## src/rtl/cv_ctrl_scan.sv

```systemverilog
// cv_ctrl_scan: ColecoVision controller-port scanner.
// Drives keypad-select (P5) and joystick-select (P8) for both players in
// parallel. After SETTLE enable ticks it samples the data lines (P1..P4) and
// the fire line (P6), then decodes the keypad nibble into a key index.
// Optional macro CTRL_SCAN_DEBOUNCE_EN: outputs update only when two
// consecutive scans return the same raw result.
//
// state     | meaning
// ----------+-----------------------------------------------------------
// S_IDLE    | both selects high, waiting for scan_req_i on an enable tick
// S_SEL_KEY | keypad select low, settle countdown, sample at terminal count
// S_GAP     | one enable tick with both selects high
// S_SEL_JOY | joystick select low, settle countdown, sample at terminal count
// S_DONE    | publish result, pulse valid (does not wait for an enable)
module cv_ctrl_scan #(
  parameter int SETTLE = 4
) (
  input  logic       clk_i,
  input  logic       reset_n_i,
  input  logic       clk_en_i,
  input  logic       scan_req_i,
  input  logic [1:0] ctrl_p1_i,
  input  logic [1:0] ctrl_p2_i,
  input  logic [1:0] ctrl_p3_i,
  input  logic [1:0] ctrl_p4_i,
  input  logic [1:0] ctrl_p6_i,
  output logic [1:0] ctrl_p5_o,
  output logic [1:0] ctrl_p8_o,
  output logic [7:0] key_o,
  output logic [7:0] dir_o,
  output logic [3:0] fire_o,
  output logic       busy_o,
  output logic       valid_o
);

  typedef enum logic [2:0] {
    S_IDLE    = 3'd0,
    S_SEL_KEY = 3'd1,
    S_GAP     = 3'd2,
    S_SEL_JOY = 3'd3,
    S_DONE    = 3'd4
  } state_t;

  localparam logic [7:0] CNT_LOAD = 8'(SETTLE - 1);

  state_t     state_q, state_d;
  logic [7:0] cnt_q, cnt_d;

  // Raw samples, still active-low: {p1 nibble, p0 nibble}, nibble = {P1,P2,P3,P4}
  logic [7:0] kp_raw_q, kp_raw_d;
  logic [7:0] joy_raw_q, joy_raw_d;
  logic [1:0] f2_raw_q, f2_raw_d;
  logic [1:0] f1_raw_q, f1_raw_d;

  logic [1:0] p5_q, p5_d;
  logic [1:0] p8_q, p8_d;
  logic [7:0] key_q, key_d;
  logic [7:0] dir_q, dir_d;
  logic [3:0] fire_q, fire_d;
  logic       busy_q, busy_d;
  logic       valid_q, valid_d;

  logic       kp_tc;
  logic       joy_tc;
  logic       done;
  logic       upd;

`ifdef CTRL_SCAN_DEBOUNCE_EN
  logic [19:0] hist_q, hist_d;
  logic [19:0] raw_new;
`endif

  function automatic logic [3:0] decode_key(input logic [3:0] nib);
    logic [3:0] k;
    case (nib)
      4'b0011: k = 4'd0;
      4'b1110: k = 4'd1;
      4'b1101: k = 4'd2;
      4'b0110: k = 4'd3;
      4'b0001: k = 4'd4;
      4'b1001: k = 4'd5;
      4'b0111: k = 4'd6;
      4'b1100: k = 4'd7;
      4'b1000: k = 4'd8;
      4'b1011: k = 4'd9;
      4'b1010: k = 4'd10;
      4'b0101: k = 4'd11;
      4'b0100: k = 4'd12;
      4'b0010: k = 4'd13;
      4'b1111: k = 4'd15;
      default: k = 4'd14;
    endcase
    return k;
  endfunction

  // State register and all datapath flops
  always_ff @(posedge clk_i or negedge reset_n_i) begin
    if (!reset_n_i) begin
      state_q   <= S_IDLE;
      cnt_q     <= '0;
      kp_raw_q  <= '1;
      joy_raw_q <= '1;
      f2_raw_q  <= '1;
      f1_raw_q  <= '1;
      p5_q      <= 2'b11;
      p8_q      <= 2'b11;
      key_q     <= 8'hFF;
      dir_q     <= '0;
      fire_q    <= '0;
      busy_q    <= 1'b0;
      valid_q   <= 1'b0;
`ifdef CTRL_SCAN_DEBOUNCE_EN
      hist_q    <= '1;
`endif
    end else begin
      state_q   <= state_d;
      cnt_q     <= cnt_d;
      kp_raw_q  <= kp_raw_d;
      joy_raw_q <= joy_raw_d;
      f2_raw_q  <= f2_raw_d;
      f1_raw_q  <= f1_raw_d;
      p5_q      <= p5_d;
      p8_q      <= p8_d;
      key_q     <= key_d;
      dir_q     <= dir_d;
      fire_q    <= fire_d;
      busy_q    <= busy_d;
      valid_q   <= valid_d;
`ifdef CTRL_SCAN_DEBOUNCE_EN
      hist_q    <= hist_d;
`endif
    end
  end

  // Next-state and settle down-counter
  always_comb begin
    state_d = state_q;
    cnt_d   = cnt_q;
    case (state_q)
      S_IDLE: begin
        if (clk_en_i && scan_req_i) begin
          state_d = S_SEL_KEY;
          cnt_d   = CNT_LOAD;
        end
      end
      S_SEL_KEY: begin
        if (clk_en_i) begin
          if (cnt_q == 8'd0) state_d = S_GAP;
          else               cnt_d   = cnt_q - 8'd1;
        end
      end
      S_GAP: begin
        if (clk_en_i) begin
          state_d = S_SEL_JOY;
          cnt_d   = CNT_LOAD;
        end
      end
      S_SEL_JOY: begin
        if (clk_en_i) begin
          if (cnt_q == 8'd0) state_d = S_DONE;
          else               cnt_d   = cnt_q - 8'd1;
        end
      end
      S_DONE:  state_d = S_IDLE;
      default: state_d = S_IDLE;
    endcase
  end

  // Outputs: selects/busy follow the next state so they change right after the edge
  always_comb begin
    kp_tc  = (state_q == S_SEL_KEY) && clk_en_i && (cnt_q == 8'd0);
    joy_tc = (state_q == S_SEL_JOY) && clk_en_i && (cnt_q == 8'd0);
    done   = (state_q == S_DONE);

    kp_raw_d  = kp_raw_q;
    f2_raw_d  = f2_raw_q;
    joy_raw_d = joy_raw_q;
    f1_raw_d  = f1_raw_q;
    if (kp_tc) begin
      kp_raw_d = {ctrl_p1_i[1], ctrl_p2_i[1], ctrl_p3_i[1], ctrl_p4_i[1],
                  ctrl_p1_i[0], ctrl_p2_i[0], ctrl_p3_i[0], ctrl_p4_i[0]};
      f2_raw_d = ctrl_p6_i;
    end
    if (joy_tc) begin
      joy_raw_d = {ctrl_p1_i[1], ctrl_p2_i[1], ctrl_p3_i[1], ctrl_p4_i[1],
                   ctrl_p1_i[0], ctrl_p2_i[0], ctrl_p3_i[0], ctrl_p4_i[0]};
      f1_raw_d  = ctrl_p6_i;
    end

`ifdef CTRL_SCAN_DEBOUNCE_EN
    raw_new = {kp_raw_q, f2_raw_q, joy_raw_q, f1_raw_q};
    upd     = done && (raw_new == hist_q);
    hist_d  = done ? raw_new : hist_q;
`else
    upd     = done;
`endif

    key_d  = key_q;
    dir_d  = dir_q;
    fire_d = fire_q;
    if (upd) begin
      key_d  = {decode_key(kp_raw_q[7:4]), decode_key(kp_raw_q[3:0])};
      dir_d  = ~joy_raw_q;
      fire_d = {~f2_raw_q[1], ~f1_raw_q[1], ~f2_raw_q[0], ~f1_raw_q[0]};
    end

    // Only one select is ever low, since state_d names a single select state
    p5_d    = (state_d == S_SEL_KEY) ? 2'b00 : 2'b11;
    p8_d    = (state_d == S_SEL_JOY) ? 2'b00 : 2'b11;
    busy_d  = (state_d != S_IDLE);
    valid_d = done;
  end

  assign ctrl_p5_o = p5_q;
  assign ctrl_p8_o = p8_q;
  assign key_o     = key_q;
  assign dir_o     = dir_q;
  assign fire_o    = fire_q;
  assign busy_o    = busy_q;
  assign valid_o   = valid_q;

endmodule
```

## config.mk

```make
export PLATFORM = sky130hd
export DESIGN_NAME = cv_ctrl_scan
export DESIGN_NICKNAME = d
export VERILOG_FILES = /design/src/rtl/cv_ctrl_scan.sv
export SDC_FILE = /design/constraint.sdc
export NUM_CORES = 1
export LEC_CHECK = 0
export ABC_AREA = 1
export CELL_PAD_IN_SITES_DETAIL_PLACEMENT = 0
export CELL_PAD_IN_SITES_GLOBAL_PLACEMENT = 1
export CORE_UTILIZATION = 41
export DETAILED_ROUTE_END_ITERATION = 10
export MAX_ROUTING_LAYER = met4
export PLACE_DENSITY = 0.86
export SLEW_MARGIN = 25
export SYNTH_ARGS = -nofsm -noshare
export SYNTH_HDL_FRONTEND = slang
export SYNTH_SLANG_ARGS = --single-unit
```

## constraint.sdc

```tcl
create_clock -name clk_i -period 1.6 [get_ports clk_i]
set_input_delay 0.16 -clock clk_i [delete_from_list [all_inputs] [get_ports clk_i]]
set_output_delay 0.16 -clock clk_i [all_outputs]
set_load 0.02 [all_outputs]
```

After elaboration in Yosys (flattened, before gate mapping) --
Memories as Yosys holds them, arrays and structs flattened. A register that Yosys moved wholly into a read port is not among the register bits. Cells that the tools add are included.
Cells by class: add/subtract/negate cells 1, eq/ne operators 10, multiplexer cells 14, bitwise gates (word level) 5, reduce and logical (&&, ||, !) cells 13
Operator list (count):
- $mux W8 | 4
- $pmux W8 S3 | 1
- $mux W3 | 6
- $pmux W3 S4 | 1
- $eq A3 B2 Y1 const B | 3
- $logic_not A8 Y1 | 1
- $not A8 Y8 | 1
- $sub A8 B1 Y8 const B | 1
- $eq A3 B1 Y1 const B | 2
- $ne A2 B2 Y1 const B | 3
- $reduce_bool A3 Y1 | 2
- $logic_and A1 B1 Y1 | 5
- $reduce_and A5 Y1 | 1
- $mux W2 | 2
- $not A1 Y1 | 4
- $eq A3 B3 Y1 const B | 1
- $logic_not A3 Y1 | 1
- $logic_not A1 Y1 | 2
- $ne A2 B1 Y1 const B | 1
- $reduce_or A2 Y1 | 1
Storage, ports and cells: register bits 49, memory bits (read-only) 128, bits of input ports 14, output and inout port bits 26, logic and storage cells 57, memories kept 2
Memory list:
- (name not given) | words 16, width 4, read ports 1, clocked after memory_dff 1, wr ports 0, line 75 | case (nib)
- (name not given) | words 16, width 4, read ports 1, clocked after memory_dff 1, wr ports 0, line 75

Longest topological paths before layout --
depth after elaboration 6, gate-level depth with buffers 9, depth with buffers taken out 9

Worst setup path before layout --
Ideal clock, no wire load.
path kind flip-flop to flip-flop, start register cnt_q[0], end register joy_raw_q[7], setup time 0.077 ns, arrival 1.274 ns, path slack 0.249 ns, stages on the path, launching flop included 9, period minus slack after synthesis 1.351 ns, cells stage by stage dfrtp_1 -> inv_1 -> ha_1 -> nand3_1 -> nor2_4 -> nand4_1 -> buf_2 -> nand2_1 -> o21ai_2
Between the ends: word-level cells in the longest chain between the ends 2
RTL lines:
- start: declaration | line 47 | logic [7:0] cnt_q, cnt_d;
- start signal: assignment | line 117 | cnt_q <= cnt_d;
- $logic_not A8 Y1 | line 172 | joy_tc = (state_q == S_SEL_JOY) && clk_en_i && (cnt_q == 8'd0);
- $logic_and A1 B1 Y1 | line 172
- end signal: assignment | line 119 | joy_raw_q <= joy_raw_d;
- end: declaration | line 51 | logic [7:0] joy_raw_q, joy_raw_d;
Every way passes these cells. A chain may end at the register's enable or synchronous reset.

Worst setup path after layout --
start register cnt_q[1], end register f1_raw_q[0]
Between the ends: word-level cells in the longest chain between the ends 2
RTL lines:
- $logic_not A8 Y1 | line 172
- $logic_and A1 B1 Y1 | line 172
- end signal: assignment | line 121 | f1_raw_q <= f1_raw_d;
- end: declaration | line 53 | logic [1:0] f1_raw_q, f1_raw_d;
Every way passes these cells.

==> impl_metrics.toml <==
[status]
status = "finished, final reports clean"

[clocking]
clkTransAtPathRegs_ns = 0.10
cts-root-buf = "clkbuf_8"
cts_sinks = 55
htree_levels = 2
clk_latency_ns = 0.31
clockBufferDepth = 2
cts_buffers = 5
tritoncts = "built"

[timing]
holdWs_ns = 0.288
setup_viol = 0
skew_ns = 0.00890
maxSlewViolCount = 0
rsz0062_at_grt = "no"
tightest_slew_ns = 0.370
min_period_ns = 1.49
fin_crit_sh_pct = 93.2
tns_ns = 0
finalHoldViolations = 0
fmaxAchievable_ghz = 0.671
slew_headroom_pct = 75.4

[layout]
drive_above_1_share_pct = 24.9
area_growth_pct = 24.8
final.fill_count = 623
antenna_cells = 0
utilization_pct = 52.9
layout_common_cells = "nand2_1, inv_1, dfstp_2"
final_cells = 477
nets = 410
layout_commonest_cell = "nand2_1"

[critical_path]
cp-end-kind = "flop"
required_ns = 1.85
reg2reg_depth = 8
crit_arrival_ns = 1.74
crit_fanout = 5
path_class = "reg2reg"
crit_path_start_kind = "flop"

[synth]
synth-simple-area-share_pct = 22.0
synth_nets = 356
syn_area_sq_um = 2880
netlist_instances = 326
synthXorXnorAreaFrac_pct = 0.608
ys_top_cells_by_area = "dfstp_2, dfrtp_1, nand2_1"
synth-seq-area-share_pct = 49.1
yosys.area.top_type = "dfstp_2"
synthMuxAreaShare_pct = 0
synthAdderAreaFrac_pct = 6.95
synth_top_area_share_pct = 27.4
ys_types = 27
synth_area_per_cell_sq_um = 8.83
synth_compound_area_share_pct = 13.0
ys_warn_count = 0
synth_top_family_by_area = "simple AND/OR/NAND/NOR gates"
ys_seq_elements = 55

[die]
die_h_um = 85.8
core-area_sq_um = 6790
rows = 30
io_pins = 40
die-area_sq_um = 7360
die_w_um = 85.8
start_util_pct = 42.4

[power]
clockPowerShare_pct = 12.5
p_leak_nw = 1.68
switchingPower_mw = 2.65
p_per_area_nw_per_um2 = 1760
p_int_mw = 3.68
p_sw_share_pct = 41.9
seqPwrFrac_pct = 40.3
peakVddDrop_uv = 845
power_frac_comb_pct = 47.2

[place]
hpwl_mm = 3.89
routabilityCongestion = 0.874
placedCellCount = 460
io_buffers = 39

[global_route]
grt_pass1_wl_mm = 9.40
grt_use_total_pct = 16.6
gr-usage-met1_pct = 20.1
gr-usage-met2_pct = 28.4
grt_use_met3_pct = 3.27
grt_max_degree = 42
antenna_found_initial = 0
overflow = 0
first_global_vias = 2071
top_usage_layer = "met2"

[detailed_routing]
routedWlPerCell_um = 11.8
dr.pass1.iters = 4
drcViolationCount = 0
routed_wl_mm = 5.64
via_per_inst = 4.72
vias = 2250
initialDrtViolationCount = 139
ant_nets = 0

[job]
cap_violations = 0

[worst_hold_path]
hold_class = "in2async"
## synthesized netlist by cell type
library cell,instances
buf_2,4
nor2_4,4
ha_1,16
a31oi_1,1
o21ai_2,17
nor2_8,1
dfrtp_1,25
inv_4,1
o21ai_1,13
xor2_1,1
inv_1,33
xnor2_1,1
nand3_2,2
o211ai_1,2
nand2_2,1
a21oi_1,9
nor2_1,22
dfstp_2,30
nand2_1,87
buf_4,3
inv_2,6
a41oi_1,2
nand4_1,3
o21ai_0,15
nor3_1,2
buf_6,4
nand3_1,21
## critical path: stages (launching register included)
cell     delay [ns]
dfrtp_1        0.42
inv_2          0.08
ha_2           0.18
nand3_2        0.10
nor2_4         0.12
nand4_1        0.09
buf_4          0.18
buf_2          0.16
o21ai_1        0.12
## logic make-up after synthesis
kind of cell / count (synthesis)
adders and majority gates: 16
and+or+nand+nor: 143
AOI/OAI and AO/OA: 59
xor gates and xnor gates: 2
DFF: 55
buffers and inverters: 51
## sequential cells by signal, summed over array words and instances (netlist names), 2 cells and up
register   cells
key_o          8
joy_raw_q      8
cnt_q          8
f2_raw_q       2
kp_raw_q       8
f1_raw_q       2
fire_o         4
state_q        3
dir_o          8
## final timing paths
path | from | endpoint | slack, ns
hold / removal | reset_n_i | valid_o$_DFF_PN0_ | 0.29
hold reg to reg | key_o[5]$_DFFE_PN1P_ | key_o[5]$_DFFE_PN1P_ | 0.47
max in group asynchronous | reset_n_i | kp_raw_q[2]$_DFFE_PN1P_ | 0.72
min in group clk_i | ctrl_p6_i[0] | f2_raw_q[0]$_DFFE_PN1P_ | 0.38
setup reg to reg | cnt_q[1]$_DFFE_PN0P_ | f1_raw_q[0]$_DFFE_PN1P_ | 0.11
setup / recovery | cnt_q[1]$_DFFE_PN0P_ | f1_raw_q[0]$_DFFE_PN1P_ | 0.11
## power groups by stage
stage / logic [mW] / clock network (mW) / registers (mW)
floorplan: 1.76 / 0 / 2.80
global placement: 2.91 / 0 / 2.56
detailed placement: 2.96 / 0 / 2.58
CTS: 2.88 / 0.840 / 2.55
global route: 3.39 / 0.896 / 2.63
finish: 2.98 / 0.794 / 2.55
## final cells by class
type / instances / area, sq um / share of cell area [%]
multi-input cells: 221 / 1260 / 35.0
clock inverters: 3 / 25.0 / 0.697
inverters: 40 / 153 / 4.25
clock buffers: 5 / 68.8 / 1.92
well taps: 96 / 120 / 3.34
flip-flops and latches: 55 / 1410 / 39.4
repair buffers: 57 / 554 / 15.4
## metrics by stage
stage / total power, mW / instance area (sq um) / setup WS (ns)
final: 6.33 / 3590 / 0.109
after CTS: 6.27 / 3500 / 0.0737
after global routing: 6.92 / 3590 / 0.0456
after floorplan: 4.56 / 2880 / 0.249
after global placement: 5.47 / 3410 / 0.102
after detailed placement: 5.53 / 3410 / 0.0891
## metal layers
metal	wire, um	share of wire, %
met1	2620	46
met2	2820	50
met3	140	2.5
met5	0	0
met4	59	1.0
## timing repair
item | CTS | global route
endpoints found under the setup margin | 12 | 19
hold buffers | 1 | 0
setup buffers | 0 | 4
hold endpoints to repair | 5 | 0
gates resized for setup | 12 | 13
gates cloned | 0 | 4
pin swaps | 0 | 1
Power figures use the tool's default switching activity.
